$ cat config.mk
export PLATFORM = sky130hd
export DESIGN_NAME = gray_count_tracker
export DESIGN_NICKNAME = d
export VERILOG_FILES = /design/src/rtl/gray_count_tracker.sv
export SDC_FILE = /design/constraint.sdc
export NUM_CORES = 1
export LEC_CHECK = 0
export CORE_UTILIZATION = 47
export CTS_CLUSTER_SIZE = 30
export DETAILED_ROUTE_END_ITERATION = 6
export HOLD_SLACK_MARGIN = 0.08
export PLACE_DENSITY = 0.72
export SYNTH_ARGS = -nofsm -noshare
export SYNTH_HDL_FRONTEND = slang
export SYNTH_SLANG_ARGS = --single-unit
$ cat constraint.sdc
create_clock -name clk -period 4.3 [get_ports clk]
set_input_delay 0.86 -clock clk [delete_from_list [all_inputs] [get_ports clk]]
set_output_delay 0.86 -clock clk [all_outputs]
set_load 0.02 [all_outputs]
$ cat src/rtl/gray_count_tracker.sv
// gray_count_tracker
//   Receive-side tracker for a Gray-coded counter. It decodes each accepted
//   sample to binary and checks that every new sample is either a repeat or a
//   single +1 step. Wrap-arounds of the N-bit count are carried into an
//   N+EXT-bit extended count.
//
// Ports
//   clk        rising-edge clock
//   resetn     asynchronous active-low reset
//   din_valid  din is sampled this cycle
//   din[N]     Gray-coded count
//   clr        synchronous clear back to IDLE (beats din_valid)
//   bin_out    decoded binary value of the last accepted sample
//   ext_count  extended count; low N bits equal bin_out
//   locked     high while in LOCKED
//   step       one-cycle pulse on an accepted +1 advance
//   wrap       one-cycle pulse when that advance went 2^N-1 -> 0
//   err        sticky illegal-transition flag (ERROR state)
module gray_count_tracker #(
  parameter int N   = 4,
  parameter int EXT = 8
) (
  input  logic             clk,
  input  logic             resetn,
  input  logic             din_valid,
  input  logic [N-1:0]     din,
  input  logic             clr,
  output logic [N-1:0]     bin_out,
  output logic [N+EXT-1:0] ext_count,
  output logic             locked,
  output logic             step,
  output logic             wrap,
  output logic             err
);

  typedef enum logic [1:0] {IDLE, LOCKED, ERROR} state_e;

  state_e           state_q;
  logic [N-1:0]     prev_gray_q, prev_bin_q;
  logic [N+EXT-1:0] ext_q;
  logic             locked_q, step_q, wrap_q, err_q;

  function automatic logic [N-1:0] gray2bin(input logic [N-1:0] g);
    logic [N-1:0] b;
    b[N-1] = g[N-1];
    for (int i = N-2; i >= 0; i--) b[i] = b[i+1] ^ g[i];
    return b;
  endfunction

  logic [N-1:0] din_bin, diff, bin_inc;
  logic         same, one_bit, fwd;

  always_comb begin
    din_bin = gray2bin(din);
    diff    = din ^ prev_gray_q;
    bin_inc = prev_bin_q + N'(1);
    same    = (diff == '0);
    // Exactly one bit set: nonzero and clearing the lowest set bit leaves zero.
    one_bit = !same && ((diff & (diff - N'(1))) == '0);
    fwd     = one_bit && (din_bin == bin_inc);
  end

  always_ff @(posedge clk or negedge resetn) begin
    if (!resetn) begin
      state_q     <= IDLE;
      prev_gray_q <= '0;
      prev_bin_q  <= '0;
      ext_q       <= '0;
      locked_q    <= 1'b0;
      step_q      <= 1'b0;
      wrap_q      <= 1'b0;
      err_q       <= 1'b0;
    end else begin
      step_q <= 1'b0;
      wrap_q <= 1'b0;
      if (clr) begin
        state_q     <= IDLE;
        prev_gray_q <= '0;
        prev_bin_q  <= '0;
        ext_q       <= '0;
        locked_q    <= 1'b0;
        err_q       <= 1'b0;
      end else if (din_valid) begin
        case (state_q)
          IDLE: begin
            prev_gray_q <= din;
            prev_bin_q  <= din_bin;
            ext_q       <= {{EXT{1'b0}}, din_bin};
            state_q     <= LOCKED;
            locked_q    <= 1'b1;
          end
          LOCKED: begin
            if (same) begin
              // repeated sample: legal, nothing moves
            end else if (fwd) begin
              prev_gray_q <= din;
              prev_bin_q  <= din_bin;
              ext_q       <= ext_q + (N+EXT)'(1);
              step_q      <= 1'b1;
              wrap_q      <= (prev_bin_q == '1);
            end else begin
              // last legal value is kept; only clr or reset recovers
              state_q  <= ERROR;
              locked_q <= 1'b0;
              err_q    <= 1'b1;
            end
          end
          ERROR: begin
          end
          default: begin
            state_q  <= IDLE;
            locked_q <= 1'b0;
          end
        endcase
      end
    end
  end

  assign bin_out   = prev_bin_q;
  assign ext_count = ext_q;
  assign locked    = locked_q;
  assign step      = step_q;
  assign wrap      = wrap_q;
  assign err       = err_q;

endmodule

==> reports/summary.txt, run 1 <==
Post-CTS Setup Bufs: 0
Initial Utilization: 51.11%
clock skew: 1.618 ps
CTS Buffer Depth: 2
met1 WL: 1823 µm
RSZ-0062 raised after global routing: false
register area share after synthesis: 37.27%
# setup viols final: 0
CTS Buf Count: 3
Routed Antenna Nets: 0
placer's final routability congestion estimate: 0.8350
Achievable Freq: 332.4 MHz
total routed wirelength: 3891 µm
Top FF cell, synth: dfrtp_1
count leader, synth: dfrtp_1
Slew headroom: 27.12%
maximum vdd drop: 0.2176 mV
largest net degree at the start of global routing: 25
Die H: 60.56 µm
worst path required time: 4540 ps
Buf/Inv on CP: 1
TritonCTS clock tree: yes
post-synthesis cell count: 172
measured slew at the worst slew-check pin: 1090 ps
post-synth cell types: 44
mean post-synth cell area: 9.369 µm²
Final Critical Period: 3008 ps
Max-Cap Viols: 0
crit-path max cell delay: 600 ps
Hold Path Class: reg -> reg
Post-Layout Inst Area: 1927 µm²
total track usage: 24.01%
vias per cell: 5.963
hold slack: 522.6 ps
first-pass GRT wire length: 6506 µm
Nets: 207
TNS Setup: 0 ps
DP Area: 1891 µm²
core box area: 3153 µm²
synthesis warning total: 0
GRT Residual Overflow: 0
most area-hungry cell type in the Yosys netlist: dfrtp_1
Final Hold Viols: 0
crit path cell chain: clkdlybuf4s50_1, xnor3_2, xnor3_1, a21o_1, o31a_4, mux2_4
Startpoint Class: primary input
Synth Register Bits: 24
clock slew at reported path FFs: 130 ps
PortBufs: 27
Yosys top cell area share: 37.27%
Crit path max-delay family: XOR/XNOR gates
Post-synth EDFFs: 0
critical path's slowest cell: clkdlybuf4s50_1
crit path capture type: register
fill count: 272
first-iteration detailed-routing DRC count: 60
I/O pins: 28
clk_lat worst skew: 330 ps
diode count: 0
Worst EP arrival: 3250 ps
Async SR Flop Fraction: 100.0%
placed wire-length estimate: 2805 µm
router iterations before antenna repair: 4
outcome: finished clean
fin util: 61.11%
Wirelength per Cell: 16.21 µm
vias in the first global route: 1410
# hold bufs at CTS: 0
# DRC: 0
met3 WL: 138 µm
H-tree depth: 1
fin crit share: 69.96%
reg2reg setup slack: 1890 ps
via count: 1431
# resized after CTS: 0
clk sinks: 24
Pins Over Slew Limit: 0
antenna violations before repair: 0
Area growth, synth to finish: 19.57%
# rows: 20
Top Metal Used: met4
Mapped Nets: 182
Post-synth top cells: 24 x dfrtp_1, 16 x nand2_1, 10 x nor2_1
CP Class: in -> reg
Die ar.: 3667 µm²
Pwr Density: 319.2 nW/µm²
Synth Cell Area: 1612 µm²
clock root buffer: clkbuf_4
share of layout cells above drive strength 1: 9.184%
Die Wd: 60.56 µm
routed wl met2: 1863 µm
Worst Path Max Fanout: 15
top cells by area, synth: dfrtp_1 37%, xnor2_1 4.9%, nand2_1 3.7%
Pleak: 0.8728 nW
layer usage:
| metal | GRT usage (%) | up-vias |
|---|---|---|
| met3 | 2.985 | 7 |
| li1 | - | 682 |
| met1 | 33.20 | 704 |
| met2 | 38.15 | 38 |
| met5 | 0 | - |
| met4 | 10.06 | 0 |
flip-flops by register name, summed over array words and instances (netlist names):
signal,count
wrap,1
prev_gray_q,4
bin_out,3
ext_count,12
step,1
err,1
state_q,2
power breakdown:
part,leakage (nW),switching [W],internal [W]
registers,0.323,0.0000235,0.000243
logic,0.529,0.000126,0.0000958
clock network,0.0210,0.0000742,0.0000520
total,0.873,0.000224,0.000391
per-stage QoR:
step	std cells	setup WS (ps)	power, W
floorplan	172	1534	0.0004187
global placement	236	989.9	0.0004813
detailed placement	236	944.4	0.0004894
CTS	240	1297	0.0006144
global route	240	1203	0.0006428
finish	240	1292	0.0006150
layout by cell type, fill, tap and decap left out, drive strengths merged, types with 3 or more instances in the layout:
master          n
o21a            5
a41o            5
nor2b           5
nor3            6
dfrtp          24
xnor2           9
nor2           10
inv             5
clkdlybuf4s50  27
nand2          16
a21oi           9
clkbuf          4
xor2            4
nand4           4
o211ai          3
nand3           8
o21ai          10
mux2            7
and3            7
worst min-delay path, cell delays in order, from the launching register on:
cell and delay [ps]:
dfrtp_1 400, inv_1 50, a21oi_1 50
cells by family (layout without fill, tap and decap cells):
family / count (synthesis) / count (layout) / synth area share (%)
adders and majority gates: 2 / 2 / 1.553
buffers and inverters: 13 / 37 / 4.503
DFF: 24 / 24 / 37.27
xor gates and xnor gates: 15 / 15 / 9.938
muxes: 8 / 8 / 5.978
AOI/OAI and AO/OA: 47 / 47 / 21.35
and+or+nand+nor: 63 / 63 / 19.41
final timing paths:
| check | to | cells past startpoint | from |
|---|---|---|---|
| hold / removal | err | 2 | err |
| hold reg to reg | err | 2 | err |
| setup reg to reg | prev_gray_q[1] | 6 | bin_out[0] |
| max in group asynchronous | ext_count[2] | 1 | resetn |
| setup / recovery | prev_gray_q[1] | 6 | din[3] |
| min in group asynchronous | prev_gray_q[2] | 1 | resetn |
final cells by class:
type / instances / area, µm² / area share [%]
clock buffer: 4 / 36.28 / 1.883
inverter: 5 / 18.77 / 0.9740
multi-input combinational: 135 / 938.4 / 48.70
sequential: 24 / 600.6 / 31.17
tap: 44 / 55.05 / 2.857
timing repair buffer: 28 / 277.8 / 14.42
No activity file was read; power rests on OpenSTA's default activity.
==> run 2, diff against run 1 <==
--- a/config.mk
+++ b/config.mk
@@ -9,7 +9,7 @@
 export CTS_CLUSTER_SIZE = 30
 export DETAILED_ROUTE_END_ITERATION = 6
 export HOLD_SLACK_MARGIN = 0.08
-export PLACE_DENSITY = 0.72
+export PLACE_DENSITY = 0.75
 export SYNTH_ARGS = -nofsm -noshare
 export SYNTH_HDL_FRONTEND = slang
 export SYNTH_SLANG_ARGS = --single-unit
==> constraint.sdc (replaced) <==
create_clock -name clk -period 2.6 [get_ports clk]
set_input_delay 0.52 -clock clk [delete_from_list [all_inputs] [get_ports clk]]
set_output_delay 0.52 -clock clk [all_outputs]
set_load 0.02 [all_outputs]
==> run 2 against run 1 <==
  * Cell count up 6.3%
  * Design area is 6.5% higher
  * Wire length down 1.1%
  * Critical path depth up 1
  * Critical path type unchanged
  * Largest cell class unchanged
==> reports/summary.txt, run 2 (same netlist as run 1, synthesis figures left out) <==
Worst Path Max Fanout: 15
Die Wd: 60.56 µm
crit path capture type: register
# setup viols final: 0
Final Critical Period: 2402 ps
CTS Buffer Depth: 2
Die H: 60.56 µm
Area growth, synth to finish: 27.33%
total track usage: 24.04%
commonest non-fill, non-tap cell in the layout: clkdlybuf4s50_1
Wirelength per Cell: 15.10 µm
TNS Setup: 0 ps
Crit path max-delay family: compound AO/OA/AOI/OAI gates
first-iteration detailed-routing DRC count: 49
clk_lat worst skew: 320 ps
CTS Buf Count: 3
Buf/Inv on CP: 2
Routed Antenna Nets: 0
met3 Resource Use GR: 3.625%
router iterations before antenna repair: 4
first-pass GRT wire length: 6596 µm
Slew headroom: 68.79%
DP Area: 2016 µm²
share of layout cells above drive strength 1: 15.64%
maximum vdd drop: 0.3441 mV
hold slack: 539.7 ps
TritonCTS clock tree: yes
fin crit share: 92.40%
most frequent cells in the layout: 27 x clkdlybuf4s50_1, 24 x dfrtp_1, 16 x nand2_1, 15 x buf_4, 10 x nor2_1
H-tree depth: 1
fill count: 265
GR Layer Usage met1: 31.37%
clock slew at reported path FFs: 140 ps
critical path's slowest cell: o31a_4
busiest grt layer: met2
Post-CTS Setup Bufs: 0
fin util: 65.08%
# DRC: 0
largest net degree at the start of global routing: 25
Reg power frac: 41.9%
Worst EP arrival: 2630 ps
Logic pwr share: 38.4%
Initial Utilization: 51.11%
internal power: 0.0006815 W
Achievable Freq: 416.3 MHz
clk sinks: 24
Net Sw Power: 0.0003673 W
# resized after CTS: 0
outcome: finished clean
RSZ-0062 raised after global routing: false
Pleak: 0.9473 nW
Post-Layout Inst Area: 2052 µm²
Pins Over Slew Limit: 0
clock skew: 3.318 ps
Nets: 222
# rows: 20
Pwr Density: 511.1 nW/µm²
measured slew at the worst slew-check pin: 466.4 ps
Startpoint Class: primary input
worst path required time: 2830 ps
max FFs per register: 12
clock root buffer: clkbuf_4
diode count: 0
crit-path max cell delay: 450 ps
met2 Use GR: 40.19%
Max-Cap Viols: 0
I/O pins: 28
Hold Path Class: in -> async
GRT Residual Overflow: 0
PortBufs: 27
placer's final routability congestion estimate: 0.8600
switch share: 35.02%
core box area: 3153 µm²
Final Hold Viols: 0
Die ar.: 3667 µm²
crit path cell chain: clkdlybuf4s50_1, buf_4, xnor2_1, or3_1, a21o_1, o31a_4, mux2_4
vias in the first global route: 1438
total routed wirelength: 3850 µm
vias per cell: 5.824
# hold bufs at CTS: 0
CP Class: in -> reg
via count: 1485
antenna violations before repair: 0
Clk pwr share: 19.7%
placed wire-length estimate: 2898 µm
==> run 2: per-stage QoR <==
step           cells  worst slack (ps)  total power [W]
6_report         255             197.6         0.001049
3_3_place_gp     251            -117.3        0.0008359
5_1_grt          255             85.34         0.001112
2_1_floorplan    172             173.7        0.0006924
4_1_cts          255             196.6         0.001056
3_5_place_dp     251            -141.9        0.0008476
==> run 2: cell type report <==
cell class / count / area (µm²) / share of cell area (%)
well taps: 44 / 55.05 / 2.683
flip-flops and latches: 24 / 600.6 / 29.27
inverters: 5 / 18.77 / 0.9146
clock buffers: 4 / 36.28 / 1.768
repair buffers: 43 / 402.9 / 19.63
multi-input cells: 135 / 938.4 / 45.73
==> run 2: routing by layer <==
metal | wire length (µm) | up-vias
met5 | 0 | -
met3 | 144 | 8
met2 | 1907 | 44
li1 | - | 707
met4 | 41 | 0
met1 | 1758 | 726
==> run 2: final timing paths <==
path | startpoint | to | slack [ps] | cells past startpoint
max | din[3] | ext_count[1] | 200 | 7
min | resetn | step | 540 | 2
max reg2reg | bin_out[0] | ext_count[1] | 300 | 6
min reg2reg | err | err | 550 | 2
max in group asynchronous | resetn | prev_gray_q[0] | 1830 | 2
min in group clk | err | err | 550 | 2
==> run 2: power by group through the flow <==
stage	combinational (W)	sequential, W	clock (W)
6_report	0.000402	0.000440	0.000207
5_1_grt	0.000440	0.000446	0.000226
4_1_cts	0.000402	0.000440	0.000213
3_5_place_dp	0.000400	0.000447	0
3_3_place_gp	0.000391	0.000445	0
2_1_floorplan	0.000227	0.000465	0
==> RTL edit 1, RTL diff (flow settings as in run 1) <==
Make the reset (`resetn`) synchronous in one clocked block. Comments in the files are not updated.
--- a/src/rtl/gray_count_tracker.sv
+++ b/src/rtl/gray_count_tracker.sv
@@ -62,3 +62,3 @@
 
-  always_ff @(posedge clk or negedge resetn) begin
+  always_ff @(posedge clk) begin
     if (!resetn) begin
Formal check against the unedited RTL: differs if resetn is asserted again (counterexample within 4 cycles, from zero or initial values and one cycle with resetn low); with resetn held inactive, the same outputs for 4 cycles.
==> RTL edit 1 against run 1 <==
The run now ends with DRC left. Register-to-register slack got worse by 0.29 ns. Final area down 11%. Routed wire length decreased by 20%. Die area is 12% lower. Synthesized area shrank 13%. Hold slack worse by 0.064 ns. Sequential cell count stayed put. Worst setup slack worse by 0.37 ns. Critical path type unchanged.
Power is not compared: it rests on default switching activity, and its combinational part moved more than twofold at a synthesized area within 25%.
==> RTL edit 1: results (changes against run 1) <==
- Status: finished, violations left
- Failing checks: DRC
- Top layer in use: met4
- Detail Placement HPWL: 2.28 mm (-19%)
- Yosys warning count: 0 (unchanged)
- Register area share after synthesis: 34.2% (-3.1 points)
- WP data arrival: 3.59 ns (+0.34 ns)
- Gpl congestion: 0.812 (-2.8%)
- WL/cell: 14.6 microns (-9.8%)
- WL met3: 161 microns (+17%)
- Post-DP Area: 0.00166 sq mm (-12%)
- WL final: 3.10 mm (-20%)
- Max_slew headroom: 56.0% (+29 points)
- Post-CTS setup buffers: 0 (unchanged)
- Placed Cells: 208 (-12%)
- Crit path from: din[3]
- Total track usage: 20.9% (-3.1 points)
- Top cells by count, synth: dfxtp_1 (24), nand2_1 (16), a22o_1 (9), nand3_1 (9)
- Fill count: 251 (-7.7%)
- Distinct cells, synth: 44 (unchanged)
- Top cells by area, synth: dfxtp_1 (34%), a22o_1 (5.6%), xnor2_1 (5.0%), nand2_1 (4.3%), nand3_1 (3.2%)
- VDD IR max: 208 uV
- Largest net degree at the start of global routing: 18 (-28%)
- Crit Path Max Fanout: 17 (+2)
- Syn Inst Count: 158 (-8.1%)
- Antenna violations before repair: 0 (unchanged)
- R2R depth: 6 (unchanged)
- Crit-path leading delay family: compound AO/OA/AOI/OAI gates
- Iteration-0 DRC Markers: 42 (-30%)
- Setup slack on the worst flop-to-flop path: 1.60 ns (-0.29 ns)
- CP max stage delay: 0.66 ns (+0.06 ns)
- Post-Syn Nets: 168 (-7.7%)
- Min-delay worst type: reg -> reg
- End point of the critical path: ext_count[1]$_SDFFE_PP0P_
- Via count: 1,284 (-10%)
- # DRC: 4 (+4)
- Layout cells sized above 1: 8.84% (-0.34 points)
- Reg2Reg Launch Point: prev_gray_q[3]$_SDFFE_PP0P_
- Met2 wire length: 1.47 mm (-21%)
- Post-layout nets: 192 (-7.2%)
- CTS max path bufs: 2 (unchanged)
- First-pass GRT wire length: 5.29 mm (-19%)
- Clock skew: 0.00758 ns (+0.00596 ns)
- I/O Buffers: 27 (unchanged)
- Root Buffer Master: clkbuf_4
- Metal-1 WL: 1.41 mm (-23%)
- Vias in the first global route: 1,231 (-13%)
- DRT Pass-1 Iters: 6 (+2)
- Async set or reset register ratio after synthesis: 0% (-100 points)
RTL edit 1: cell count changes after synthesis, moves of 6 or more:
cell and change:
dfrtp_1 -24, and3_1 -6, nor2_1 -6, a22o_1 +8, dfxtp_1 +24
RTL edit 1: final cells by class:
| class | count | share of cell area (%) |
|---|---|---|
| sequential | 24 | 28.0 |
| timing repair buffer | 29 | 16.6 |
| tap | 31 | 2.26 |
| clock inverter | 1 | 1.75 |
| clock buffer | 3 | 1.31 |
| multi-input combinational | 120 | 49.1 |
| inverter | 4 | 0.876 |
RTL edit 1: layer usage:
layer  global-route usage (%)  up-vias
met1                     26.0      605
li1                         -      628
met5                        0        -
met3                     4.38        6
met4                     7.86        0
met2                     35.2       45
RTL edit 1: worst min path at each step:
stage                                      from                     endpoint  cells past startpoint
global placement               err$_SDFFE_PP0P_             err$_SDFFE_PP0P_                      2
detailed placement             err$_SDFFE_PP0P_             err$_SDFFE_PP0P_                      2
floorplan           prev_gray_q[0]$_SDFFE_PP0P_  prev_gray_q[0]$_SDFFE_PP0P_                      1
CTS                            err$_SDFFE_PP0P_             err$_SDFFE_PP0P_                      2
finish                         err$_SDFFE_PP0P_             err$_SDFFE_PP0P_                      2
global route                   err$_SDFFE_PP0P_             err$_SDFFE_PP0P_                      2
RTL edit 1: cell families (layout without fill, tap and decap cells):
group           Yosys count  in the layout  synth area share, %
buf+inv                  14             37                 5.88
mux                       2              2                 2.32
simple gates             53             53                 19.7
xor+xnor                 14             14                 9.26
compound gates           49             49                 26.9
fa+ha+maj                 2              2                 1.78
flops                    24             24                 34.2
RTL edit 1: power breakdown:
| part | internal [mW] | switching [mW] |
|---|---|---|
| sequential | 0.228 | 0.00790 |
| clock | 0.0942 | 0.0696 |
| combinational | 0.0351 | 0.0417 |
| total | 0.357 | 0.119 |
RTL edit 1: per-stage QoR:
step           worst slack (ns)  hold slack, ns
2_1_floorplan              1.46           0.515
3_3_place_gp              0.684           0.436
3_5_place_dp              0.614           0.449
4_1_cts                   0.948           0.467
5_1_grt                   0.783           0.495
6_report                  0.925           0.459
RTL edit 1: tightest hold or removal path, cell delays in order, from the launching register on:
cell	delay [ns]
dfxtp_1	0.33
inv_1	0.04
a21oi_1	0.05
==> RTL edit 2, RTL diff (settings of run 1) <==
Without the edit above. The parameter `N` goes from 4 to 8.
--- a/src/rtl/gray_count_tracker.sv
+++ b/src/rtl/gray_count_tracker.sv
@@ -19,3 +19,3 @@
 module gray_count_tracker #(
-  parameter int N   = 4,
+  parameter int N   = 8,
   parameter int EXT = 8
Interface: changed (resized bin_out, din and ext_count); port bits go from 28 to 40. The function was not compared with the original's and may differ.
==> RTL edit 2 against run 1 <==
Synthesized area is 65% higher. Worst setup slack worse by 0.86 ns. Routed wire length is 68% higher. Synthesized cell count is 71% higher. Final area is 64% higher. Clock skew is 0.0022 ns higher. Non-clock buffer count is 16 higher. First-iteration DRC count grew to 3.5 times the old value. Maximum frequency is 22% lower. Total power is 66% higher. Hold slack better by 0.0069 ns. Sequential power is 49% higher. Sequential cell count is 12 higher. Critical path type unchanged. Largest cell class unchanged. Largest power group unchanged.
==> RTL edit 2: results (changes against run 1) <==
- Post-layout nets: 339 (+64%)
- Distinct cells, synth: 55 (+25%)
- Count of cells resized by post-cts repair: 0 (unchanged)
- Min-delay worst type: reg -> reg
- Detail Placement HPWL: 4.80 mm (+71%)
- R2R depth: 8 (+2)
- Top cells by count, synth: dfrtp_1 (36), nand2_1 (22), nor2_1 (19)
- Iteration-0 DRC Markers: 211 (+250%)
- VDD IR max: 139 uV (-36%)
- Root Buffer Master: clkbuf_8
- Antenna diode count: 0 (unchanged)
- Largest register FFs: 16 (+4)
- Worst hold start: prev_gray_q[4]$_DFFE_PN0P_
- WHS Path Cells: 1 (-1)
- Largest net degree at the start of global routing: 37 (+48%)
- Fin. Hold Viols: 0 (unchanged)
- Clock skew: 0.00386 ns (+0.00224 ns)
- Top cells by area, synth: dfrtp_1 (34%), xnor2_1 (5.6%), a22o_1 (4.6%), xor2_1 (3.6%), xnor3_1 (3.4%)
- Hold Crit Endpoint: prev_gray_q[4]$_DFFE_PN0P_
- I/O Buffers: 39 (+44%)
- First-pass GRT wire length: 11.1 mm (+71%)
- Register area share after synthesis: 33.8% (-3.4 points)
- Post-CTS setup buffers: 0 (unchanged)
- Reg2Reg Capture Point: prev_gray_q[5]$_DFFE_PN0P_
- Crit-path slowest cell: nor3_2
- Post-Syn Nets: 308 (+69%)
- Max_slew headroom: 35.2% (+8.1 points)
- Layout cells sized above 1: 7.08% (-2.1 points)
- DRT Pass-1 Iters: 4 (unchanged)
- Worst-path clk slew: 0.07 ns (-0.06 ns)
- Via-to-Cell Ratio: 5.95 (-0.17%)
- Skew-Pair Late Insertion Delay: 0.29 ns (-0.04 ns)
- Setup slack on the worst flop-to-flop path: 1.23 ns (-0.66 ns)
- Yosys warning count: 0 (unchanged)
- CTS max path bufs: 2 (unchanged)
- Async set or reset register ratio after synthesis: 100% (unchanged)
- Reg2Reg Launch Point: prev_gray_q[7]$_DFFE_PN0P_
- H-Tree Level Count: 2 (+1)
- CTS Buf Count: 5 (+2)
- Total track usage: 24.1% (+0.087 points)
- Vias in the first global route: 2,169 (+54%)
- Gpl congestion: 0.888 (+6.3%)
- Post-Synth XOR/XNOR Area: 15.0% (+5.1 points)
- LEAKAGE: 1.31 nW (+50%)
- WL final: 6.54 mm (+68%)
- Crit-path leading delay family: XOR/XNOR gates
- Status: complete, no violations
- Antenna violations before repair: 0 (unchanged)
- WP data arrival: 4.09 ns (+0.84 ns)
- CP max stage delay: 0.72 ns (+0.12 ns)
- Synthesized-area fraction occupied by adder cells: 0.940% (-0.61 points)
- Mux share of post-synthesis cell area: 1.88% (-4.1 points)
- Crit Path Max Fanout: 13 (-2)
- Synth Area in Compound Gates: 21.9% (+0.50 points)
RTL edit 2: cell types whose count changed after synthesis, sizes merged, moves of 7 or more:
cell,before,now
mux2,7,0
nand3,8,15
dfrtp,24,36
a21oi,9,17
buf,5,12
xnor2,9,18
xor2,4,11
a22o,1,14
nor2,10,20
RTL edit 2: worst max path at each step:
| stage | slack (ns) | cells past startpoint | endpoint | start |
|---|---|---|---|---|
| after floorplan | 1.07 | 11 | prev_gray_q[4]$_DFFE_PN0P_ | din[5] |
| after global placement | 0.22 | 9 | ext_count[1]$_DFFE_PN0P_ | din[6] |
| after detailed placement | 0.16 | 9 | prev_gray_q[3]$_DFFE_PN0P_ | din[6] |
| after CTS | 0.45 | 9 | prev_gray_q[5]$_DFFE_PN0P_ | din[6] |
| after global routing | 0.21 | 9 | ext_count[1]$_DFFE_PN0P_ | din[7] |
| final | 0.44 | 9 | prev_gray_q[5]$_DFFE_PN0P_ | din[6] |
RTL edit 2: cell families (layout without fill, tap and decap cells):
| logic type | count (synthesis) | in the layout |
|---|---|---|
| muxes | 5 | 5 |
| xor gates and xnor gates | 35 | 35 |
| DFF | 36 | 36 |
| buffers and inverters | 25 | 56 |
| and+or+nand+nor | 107 | 107 |
| AOI/OAI and AO/OA | 84 | 84 |
| adders and majority gates | 2 | 2 |
RTL edit 2: where the power goes:
group | switching, mW | internal (mW) | total (mW)
clock | 0.125 | 0.143 | 0.268
sequential | 0.0365 | 0.362 | 0.398
combinational | 0.194 | 0.161 | 0.355
total | 0.356 | 0.665 | 1.02
RTL edit 2: worst reg2reg max path, cell delays in order (launching register included):
cell	delay [ns]
dfrtp_1	0.47
xnor2_1	0.54
nand3_1	0.28
a211oi_1	0.23
a21oi_1	0.11
a21oi_1	0.23
a31oi_1	0.19
nor3_2	0.72
a22o_1	0.24
RTL edit 2: metrics by stage:
stage          hold slack, ns  worst slack [ns]  cells  area [sq um]
2_1_floorplan           0.493              1.07    294          2660
6_report                0.530             0.437    397          3160
5_1_grt                 0.546             0.214    397          3160
3_5_place_dp            0.516             0.159    390          3060
3_3_place_gp            0.499             0.221    390          3060
4_1_cts                 0.534             0.449    397          3160
RTL edit 2: cell type report:
class / instances / area (sq um)
clock buffers: 7 / 96.3
fillers: 504 / 2310
inverters: 5 / 18.8
multi-input cells: 233 / 1630
flip-flops and latches: 36 / 901
well taps: 72 / 90.1
repair buffers: 44 / 423
RTL edit 2: per-layer routing:
metal | global-route usage [%] | wire, microns | vias up
met3 | 4.29 | 297 | 15
met4 | 7.55 | 117 | 0
met5 | 0 | 0 | -
li1 | - | - | 1144
met2 | 36.6 | 2940 | 79
met1 | 34.5 | 3180 | 1125
